[config.mk]
export PLATFORM = sky130hd
export DESIGN_NAME = key_debounce_n
export DESIGN_NICKNAME = d
export VERILOG_FILES = /design/src/rtl/key_debounce_n.sv
export SDC_FILE = /design/constraint.sdc
export NUM_CORES = 1
export LEC_CHECK = 0
export CAP_MARGIN = 20
export CORE_MARGIN = 5
export CORE_UTILIZATION = 60
export DETAILED_ROUTE_END_ITERATION = 6
export PLACE_DENSITY = 0.8
export SYNTH_ARGS = -nofsm -noshare
export SYNTH_HDL_FRONTEND = slang
export SYNTH_SLANG_ARGS = --single-unit
[constraint.sdc]
create_clock -name clk -period 4.5 [get_ports clk]
set_clock_uncertainty 0.15 [all_clocks]
set_input_delay 1.35 -clock clk [delete_from_list [all_inputs] [get_ports clk]]
set_output_delay 1.35 -clock clk [all_outputs]
set_load 0.1 [all_outputs]
[src/rtl/key_debounce_n.sv]
`default_nettype none
// +--------------------------------------------------------------------------+
// | Module      : key_debounce_n                                             |
// | Description : Multi-channel key debouncer. Each active-low key input is  |
// |               synchronised, then sampled on a shared prescaler tick. A   |
// |               level change is accepted after STABLE_CNT agreeing         |
// |               samples. A per-key hold FSM produces a long-press pulse    |
// |               followed by periodic auto-repeat pulses.                   |
// | Ports       : clk           - system clock, rising edge                  |
// |               rst           - asynchronous active-high reset             |
// |               key           - raw key inputs, 0 = pressed                |
// |               key_level     - debounced state, 1 = pressed               |
// |               press_pulse   - one-clk pulse on accepted press            |
// |               release_pulse - one-clk pulse on accepted release          |
// |               long_pulse    - one-clk pulse when hold hits LONG_TICKS    |
// |               repeat_pulse  - one-clk pulse every REPEAT_TICKS after     |
// |               sample_tick   - one-clk strobe per sample instant          |
// | Revision    : 1.0 - initial release                                      |
// +--------------------------------------------------------------------------+
module key_debounce_n #(
  parameter int N_KEYS       = 3,
  parameter int SAMPLE_DIV   = 1048576,
  parameter int STABLE_CNT   = 4,
  parameter int LONG_TICKS   = 100,
  parameter int REPEAT_TICKS = 20
) (
  input  logic              clk,
  input  logic              rst,
  input  logic [N_KEYS-1:0] key,
  output logic [N_KEYS-1:0] key_level,
  output logic [N_KEYS-1:0] press_pulse,
  output logic [N_KEYS-1:0] release_pulse,
  output logic [N_KEYS-1:0] long_pulse,
  output logic [N_KEYS-1:0] repeat_pulse,
  output logic              sample_tick
);

  localparam int c_DIV_W    = $clog2(SAMPLE_DIV);
  localparam int c_STAB_W   = $clog2(STABLE_CNT + 1);
  localparam int c_HOLD_MAX = (LONG_TICKS > REPEAT_TICKS) ? LONG_TICKS : REPEAT_TICKS;
  localparam int c_HOLD_W   = $clog2(c_HOLD_MAX + 1);

  localparam logic [c_DIV_W-1:0]  c_DIV_LAST  = c_DIV_W'(SAMPLE_DIV - 1);
  localparam logic [c_DIV_W-1:0]  c_DIV_PRE   = c_DIV_W'(SAMPLE_DIV - 2);
  localparam logic [c_STAB_W-1:0] c_STAB_LAST = c_STAB_W'(STABLE_CNT - 1);
  localparam logic [c_HOLD_W-1:0] c_LONG_LAST = c_HOLD_W'(LONG_TICKS - 1);
  localparam logic [c_HOLD_W-1:0] c_REP_LAST  = c_HOLD_W'(REPEAT_TICKS - 1);

  typedef enum logic [1:0] {
    ST_IDLE   = 2'd0,
    ST_HELD   = 2'd1,
    ST_REPEAT = 2'd2
  } hold_state_t;

  // Two-flop synchronisers; reset to 1 so keys read as released.
  logic [N_KEYS-1:0] r_sync1;
  logic [N_KEYS-1:0] r_sync2;

  always_ff @(posedge clk or posedge rst) begin
    if (rst) begin
      r_sync1 <= '1;
      r_sync2 <= '1;
    end else begin
      r_sync1 <= key;
      r_sync2 <= r_sync1;
    end
  end

  // Shared prescaler. The tick flop is loaded one count early so that it is
  // high exactly while the counter holds SAMPLE_DIV-1, and still registered.
  logic [c_DIV_W-1:0] r_div;
  logic               r_tick;

  always_ff @(posedge clk or posedge rst) begin
    if (rst) begin
      r_div  <= '0;
      r_tick <= 1'b0;
    end else begin
      r_div  <= (r_div == c_DIV_LAST) ? '0 : r_div + 1'b1;
      r_tick <= (r_div == c_DIV_PRE);
    end
  end

  assign sample_tick = r_tick;

  for (genvar i = 0; i < N_KEYS; i++) begin : g_key
    logic [c_STAB_W-1:0] r_stab;
    logic                r_level;
    logic                r_press;
    logic                r_rel;
    logic                w_pressed;
    logic                w_differ;
    logic                w_toggle;
    logic                w_acc_press;
    logic                w_acc_rel;

    assign w_pressed   = ~r_sync2[i];
    assign w_differ    = w_pressed ^ r_level;
    assign w_toggle    = r_tick & w_differ & (r_stab == c_STAB_LAST);
    assign w_acc_press = w_toggle & ~r_level;
    assign w_acc_rel   = w_toggle & r_level;

    always_ff @(posedge clk or posedge rst) begin
      if (rst) begin
        r_stab  <= '0;
        r_level <= 1'b0;
        r_press <= 1'b0;
        r_rel   <= 1'b0;
      end else begin
        r_press <= w_acc_press;
        r_rel   <= w_acc_rel;
        if (r_tick) begin
          if (!w_differ) begin
            r_stab <= '0;
          end else if (r_stab == c_STAB_LAST) begin
            r_stab  <= '0;
            r_level <= ~r_level;
          end else begin
            r_stab <= r_stab + 1'b1;
          end
        end
      end
    end

    // Hold FSM: counts ticks while pressed; release always wins.
    hold_state_t         r_state;
    hold_state_t         w_state_nxt;
    logic [c_HOLD_W-1:0] r_hold;
    logic [c_HOLD_W-1:0] w_hold_nxt;
    logic                w_long_nxt;
    logic                w_rep_nxt;
    logic                r_long;
    logic                r_rep;

    always_ff @(posedge clk or posedge rst) begin
      if (rst) begin
        r_state <= ST_IDLE;
        r_hold  <= '0;
        r_long  <= 1'b0;
        r_rep   <= 1'b0;
      end else begin
        r_state <= w_state_nxt;
        r_hold  <= w_hold_nxt;
        r_long  <= w_long_nxt;
        r_rep   <= w_rep_nxt;
      end
    end

    always_comb begin
      w_state_nxt = r_state;
      w_hold_nxt  = r_hold;
      w_long_nxt  = 1'b0;
      w_rep_nxt   = 1'b0;
      if (w_acc_rel) begin
        w_state_nxt = ST_IDLE;
        w_hold_nxt  = '0;
      end else if (r_tick) begin
        case (r_state)
          ST_IDLE: begin
            if (w_acc_press) begin
              w_state_nxt = ST_HELD;
              w_hold_nxt  = '0;
            end
          end
          ST_HELD: begin
            if (r_hold == c_LONG_LAST) begin
              w_long_nxt  = 1'b1;
              w_state_nxt = ST_REPEAT;
              w_hold_nxt  = '0;
            end else begin
              w_hold_nxt = r_hold + 1'b1;
            end
          end
          ST_REPEAT: begin
            if (r_hold == c_REP_LAST) begin
              w_rep_nxt  = 1'b1;
              w_hold_nxt = '0;
            end else begin
              w_hold_nxt = r_hold + 1'b1;
            end
          end
          default: begin
            w_state_nxt = ST_IDLE;
            w_hold_nxt  = '0;
          end
        endcase
      end
    end

    assign key_level[i]     = r_level;
    assign press_pulse[i]   = r_press;
    assign release_pulse[i] = r_rel;
    assign long_pulse[i]    = r_long;
    assign repeat_pulse[i]  = r_rep;
  end

endmodule
`default_nettype wire

==> out/metrics.cfg, run 1 <==
[status]
status = finished, final reports clean

[synth]
synth.top_cell.area_share_pct = 44.08
synth_fp_nets = 440
ys_ff_latch = 78
synthDistinctLibCells = 55
syn_area_sq_um = 4088
yosys_warnings = 0
synth_fa_ha_area_share_pct = 6.122
synth.area.top_cells = dfrtp_1 (44%), ha_1 (6.1%), dfstp_2 (3.9%), o21ai_0 (3.8%), nand2_1 (3.5%)
yosys.area.top_type = dfrtp_1
synth_compound_area_share_pct = 16.56
synth-simple-area-share_pct = 18.82
synth_xor_area_share_pct = 3.642
syn_avg_cell_area_sq_um = 9.850
synth_top_family_by_area = simple AND/OR/NAND/NOR gates
synth_edf_count = 0
netlist_instances = 415
ys_seq_area_share_pct = 47.93
yosys-mux-area-fraction_pct = 0.2755
async_reset_ff_share_pct = 100.0
ys.flop_type = dfrtp_1

[routing]
viasPerCell = 5.998
final_antenna_net_count = 0
first_iter_violations = 101
drc = 0
num_vias = 3059
totalWireLength_um = 7251
first_pass_iters = 4
wl_per_cell_um = 14.22

[clock_network]
path_clk_slew_ns = 0.08
clock_path_buffers = 2
cts_hold_buf = 0
cts-root-buf = clkbuf_8
post-cts-setup-buffer-count = 0
cts_tree = built
clock_latency_ns = 0.36
htree_levels = 3
cts_resized = 0
cts_buffers = 9
clock_sinks = 78

[finish]
final_cells = 510
areaGrowthSynthToFinish_pct = 9.060
n_antenna_cell = 0
most-common-layout-cells = dfrtp_1 (72), nand2_1 (38), inv_1 (31), o21ai_0 (31), nor2_1 (23)
drive_above_1_share_pct = 8.605
fin_area_sq_um = 4458
fillerInstances = 516
nNetsFinal = 450
final_common_cell = dfrtp_1

[die]
core-area_sq_um = 6719
dieArea_sq_um = 8564
fp-row-count = 30
start_util_pct = 60.84
ios = 21
dieHeight_um = 92.54
die_w_um = 92.54

[timing]
fmax_mhz = 288.9
slew_violations = 0
tightest_slew_ns = 0.9738
relSlewSlack_pct = 34.87
rsz0062_at_grt = no
finalCritPeriodShare_pct = 76.93
finalSetupViolCount = 0
setup_tns_ns = 0
hold_violations = 0
setup_ws_ns = 1.038
post-route-min-period_ns = 3.462

[min_path]
worstHoldStart = r_sync1[2]$_DFF_PP1_
worst_hold_path.num_cells = 0
hold_class = flip-flop to flip-flop
min_to = r_sync2[2]$_DFF_PP1_

[global_routing]
grt_pass1_vias = 2859
met3_usage_pct = 4.712
use_met2_pct = 28.70
top_usage_layer = met2
grt_overflow = 0
grt_antenna_before_repair = 0
grt_pass1_wl_um = 12650
use_met1_pct = 24.03
grt_max_degree = 79
grtUsageTotal_pct = 18.24

[power_and_ir_drop]
finalPower_mw = 1.263
pwr_density_cell_nw_per_um2 = 283.3
ir_drop_mv = 0.1801
leakage_nw = 1.879

[placement]
routabilityCongestion = 0.8382
dp_hpwl_um = 4925
place_area_sq_um = 4258
place_inst = 494
io_buffers = 20
pre_cts_ws_ns = 1.409

[critical_path]
rrSetupSlack_ns = 1.82
path_cells = clkdlybuf4s50_1
endpoint_kind = output pin
path_max_fanout = 6
timing.rr.end = g_key[0].r_hold[0]$_DFFE_PP0P_
worstSetupPathType = flip-flop to output pin
crit_family = buffers and inverters
reg2reg_from = sample_tick$_DFF_PP0_
path_buf_inv = 1
required_ns = 3.00
cpMaxStageDelayCell = clkdlybuf4s50_1
reg2reg_depth = 4
slowest_delay_ns = 1.17
startpoint_type = flip-flop
cp_data_arrival_time_ns = 1.96

[job]
maxCapViolCount = 0

## metrics by stage
stage                     hold WS [ns]  util (%)
after floorplan                 0.1952         -
after global placement          0.1971     63.37
after detailed placement        0.1975     63.37
after CTS                       0.2102     66.35
after global routing            0.2132     66.35
final                           0.2088     66.35
## synthesized netlist by cell type, drive strengths merged, types with 2 or more instances
cell,instances
or3b,3
inv,32
xor2,9
or2,4
xnor2,8
buf,17
a31oi,2
or3,5
a221o,3
o31a,3
or4,4
and3b,2
nor2,23
and4,8
a22o,5
nor3,16
o31ai,4
o21ai,31
nor4,6
clkbuf,5
dfstp,6
nand3b,4
ha,20
nand3,21
o21a,3
o22a,3
nand2b,2
dfrtp,72
nand2,38
a211oi,3
nand4,6
a21oi,11
a21bo,2
o2111ai,6
o211ai,13
o22ai,2
## metal layers
metal / up-vias / wire (um)
met5: - / 0
met3: 10 / 345
met4: 0 / 123
met1: 1466 / 3357
met2: 77 / 3425
li1: 1506 / -
## registers in the layout, indices dropped and copies added (netlist names)
name and flops:
g_key.r_hold 21, r_div 20, g_key.r_stab 9, g_key.r_state 6, g_key.r_level 3, g_key.r_long 3
g_key.r_press 3, g_key.r_rel 3, g_key.r_rep 3, r_sync1 3, r_sync2 3, sample_tick 1
## logic make-up after synthesis
logic type	after synthesis
AND/OR/NAND/NOR	147
AO/OA/AOI/OAI	97
flip-flops	78
buffers and inverters	55
adder cells (fa/ha/maj)	20
XOR/XNOR	17
multiplexers	1
## worst max path at each step
| stage | depth (start not counted) | end | slack, ns | start |
|---|---|---|---|---|
| 3_3_place_gp | 1 | key_level[1] | 1.43 | g_key[1].r_level$_DFFE_PP0N_ |
| 2_1_floorplan | 1 | g_key[0].r_hold[0]$_DFFE_PP0P_ | 1.01 | rst |
| 5_1_grt | 1 | key_level[1] | 0.97 | g_key[1].r_level$_DFFE_PP0N_ |
| 3_5_place_dp | 1 | key_level[1] | 1.41 | g_key[1].r_level$_DFFE_PP0N_ |
| 4_1_cts | 1 | key_level[1] | 1.01 | g_key[1].r_level$_DFFE_PP0N_ |
| 6_report | 1 | key_level[1] | 1.04 | g_key[1].r_level$_DFFE_PP0N_ |
## worst reg2reg max path, stage by stage, from the launching register on
cell,delay (ns)
dfrtp_1,0.77
clkinv_1,0.45
o22a_1,0.48
a211oi_1,0.53
mux2_2,0.25
## report_power, final
group,internal (mW),switching [mW]
registers,0.705,0.00237
clock network,0.271,0.261
logic,0.00624,0.0161
total,0.983,0.280
## area by class of cell
class	count	area, sq um	share of cell area [%]
flip-flops and latches	78	1959	43.95
clock inverters	5	58.81	1.319
repair buffers	21	217.7	4.884
clock buffers	11	141.4	3.171
multi-input cells	282	1857	41.65
well taps	80	100.1	2.245
inverters	33	123.9	2.779
No activity file was read; power rests on OpenSTA's default activity.
==> run 2: changes to the inputs <==
--- a/config.mk
+++ b/config.mk
@@ -7,9 +7,9 @@
 export LEC_CHECK = 0
 export CAP_MARGIN = 20
 export CORE_MARGIN = 5
-export CORE_UTILIZATION = 60
+export CORE_UTILIZATION = 54
 export DETAILED_ROUTE_END_ITERATION = 6
-export PLACE_DENSITY = 0.8
+export PLACE_DENSITY = 0.76
 export SYNTH_ARGS = -nofsm -noshare
 export SYNTH_HDL_FRONTEND = slang
 export SYNTH_SLANG_ARGS = --single-unit
==> constraint.sdc (replaced) <==
create_clock -name clk -period 2.84 [get_ports clk]
set_clock_uncertainty 0.15 [all_clocks]
set_input_delay 0.852 -clock clk [delete_from_list [all_inputs] [get_ports clk]]
set_output_delay 0.852 -clock clk [all_outputs]
set_load 0.1 [all_outputs]
==> run 2 against run 1 <==
Effect of this change: sequential power grew 58%; critical path depth up 4; die area is 9.9% higher; sequential share of layout area hardly changed; clock power rose by 44%; highest routed layer unchanged; cell count up 4.1%; critical endpoint is now g_key[0].r_hold[0]$_DFFE_PP0P_.
==> out/metrics.cfg, run 2 (synthesis gave the netlist of run 1 again) <==
[critical_path]
reg2reg_depth = 5  ; +1
path_max_fanout = 14  ; +8
reg2reg_from = g_key[0].r_stab[1]$_DFFE_PP0P_
required_ns = 2.98  ; -0.02 ns
worstSetupPathType = flip-flop to flip-flop
rrSetupSlack_ns = 0.56  ; -1.26 ns
endpoint_kind = flip-flop
startpoint_type = flip-flop
timing.rr.end = g_key[0].r_hold[0]$_DFFE_PP0P_
cp_data_arrival_time_ns = 2.42  ; +0.46 ns

[global_routing]
grt_overflow = 0  ; unchanged
grt_max_degree = 79  ; unchanged
grtUsageTotal_pct = 16.20  ; -2.0 points
grt_pass1_vias = 2888  ; +1.0%
grt_antenna_before_repair = 0  ; unchanged
grt_pass1_wl_um = 12830  ; +1.4%

[finish]
fin_util_pct = 60.78  ; -5.6 points
seqCellArea_sq_um = 1959  ; unchanged
areaGrowthSynthToFinish_pct = 8.999  ; about the same
n_antenna_cell = 0  ; unchanged
drive_above_1_share_pct = 12.73  ; +4.1 points
top_register = g_key.r_hold
fillerInstances = 611  ; +18%
most-common-layout-cells = dfrtp_1 (72), nand2_1 (38), inv_1 (31), o21ai_0 (31), nor2_1 (23)
largest_register_ff_count = 21  ; unchanged
final_common_cell = dfrtp_1
largestRegisters = g_key.r_hold (21), r_div (20), g_key.r_stab (9)
fin_area_sq_um = 4456  ; about the same
multiInputGateArea_sq_um = 1857  ; unchanged
nNetsFinal = 452  ; +0.44%

[power_and_ir_drop]
pwr_density_cell_nw_per_um2 = 432.3  ; +53%
ir_drop_mv = 0.2190  ; +22%
leakage_nw = 1.915  ; +1.9%

[timing]
rsz0062_at_grt = no
setup_ws_ns = 0.5561  ; -0.4820 ns
post-route-min-period_ns = 2.284
tightest_slew_ns = 0.6196  ; -0.3543 ns
slew_violations = 0  ; unchanged
fmax_mhz = 437.9
finalSetupViolCount = 0  ; unchanged
relSlewSlack_pct = 58.45  ; +24 points
hold_violations = 0  ; unchanged
setup_tns_ns = 0  ; unchanged
finalCritPeriodShare_pct = 80.42
whs_ns = 0.2144  ; +0.005549 ns

[routing]
first_pass_iters = 4  ; unchanged
first_iter_violations = 87  ; -14%
wl_per_cell_um = 13.59  ; -4.4%
totalWireLength_um = 7218  ; -0.46%
viasPerCell = 5.612  ; -6.4%
num_vias = 2980  ; -2.6%
final_antenna_net_count = 0  ; unchanged
drc = 0  ; unchanged

[clock_network]
path_clk_slew_ns = 0.09  ; about the same
clock_sinks = 78  ; unchanged
cts_tree = built
cts_resized = 0  ; unchanged
cts-root-buf = clkbuf_8
clock_latency_ns = 0.35  ; about the same
cts_hold_buf = 0  ; unchanged
clock_path_buffers = 2  ; unchanged
htree_levels = 3  ; unchanged
post-cts-setup-buffer-count = 0  ; unchanged
cts_buffers = 9  ; unchanged

[die]
ios = 21  ; unchanged
dieArea_sq_um = 9410  ; +9.9%
die_w_um = 97.01  ; +4.8%
fp-row-count = 31  ; +3.3%
dieHeight_um = 97.01  ; +4.8%
start_util_pct = 55.76  ; -5.1 points
core-area_sq_um = 7331  ; +9.1%

[status]
status = finished, final reports clean

[min_path]
hold_class = flip-flop to flip-flop
worstHoldStart = r_sync1[2]$_DFF_PP1_
worst_hold_path.num_cells = 0  ; unchanged
min_to = r_sync2[2]$_DFF_PP1_

[placement]
routabilityCongestion = 0.8491  ; +1.3%
pre_cts_ws_ns = 0.5988  ; -0.8102 ns
dp_hpwl_um = 5047  ; +2.5%
io_buffers = 20  ; unchanged
place_area_sq_um = 4275  ; +0.41%

[job]
maxCapViolCount = 0  ; unchanged

run 2: cell count changes in the layout (fill, tap and decap cells not counted), sizes merged:
cell,delta
clkbuf,-2
inv,+2
bufinv,-1
buf,+17
clkinv,+1
clkdlybuf4s50,-15
run 2: worst max path at each step:
stage	start	endpoint	slack, ns	cells after the start
floorplan	sample_tick$_DFF_PP0_	g_key[2].r_state[0]$_DFFE_PP0P_	0.30	4
detailed placement	g_key[0].r_stab[0]$_DFFE_PP0P_	g_key[0].r_hold[0]$_DFFE_PP0P_	0.60	5
finish	g_key[0].r_stab[1]$_DFFE_PP0P_	g_key[0].r_hold[0]$_DFFE_PP0P_	0.56	5
global route	g_key[0].r_stab[0]$_DFFE_PP0P_	g_key[0].r_hold[0]$_DFFE_PP0P_	0.35	5
global placement	g_key[1].r_hold[0]$_DFFE_PP0P_	g_key[1].r_hold[4]$_DFFE_PP0P_	0.67	5
CTS	g_key[0].r_stab[0]$_DFFE_PP0P_	g_key[0].r_hold[0]$_DFFE_PP0P_	0.58	5
run 2: routing by layer:
| layer | global-route usage, % | vias up | share of wire, % |
|---|---|---|---|
| met1 | 20.18 | 1421 | 47 |
| li1 | - | 1514 | - |
| met4 | 6.371 | 0 | 1.1 |
| met5 | 0 | - | 0 |
| met2 | 27.18 | 38 | 48 |
| met3 | 3.813 | 7 | 3.8 |
run 2: report_power, final:
group | internal [mW] | total (mW) | switching, mW
clock network | 0.328 | 0.770 | 0.441
registers | 1.12 | 1.12 | 0.00349
logic | 0.0100 | 0.0358 | 0.0258
run 2: per-stage QoR:
| stage | total power, mW | instances |
|---|---|---|
| floorplan | 1.163 | 415 |
| global placement | 1.180 | 515 |
| detailed placement | 1.181 | 515 |
| CTS | 1.957 | 531 |
| global route | 2.013 | 531 |
| finish | 1.926 | 531 |
run 2: worst max-delay path, stage by stage (launching register included):
cell and delay, ns:
dfrtp_1 0.36, ha_1 0.18, nand3b_1 0.24, o22a_1 0.45, a211oi_1 0.57, mux2_2 0.27
run 2: final cells by class:
class	instances	area share (%)
clock buffer	9	2.780
sequential	78	43.98
clock inverter	7	1.264
inverter	33	2.864
multi-input combinational	282	41.67
timing repair buffer	23	4.662
tap	99	2.780
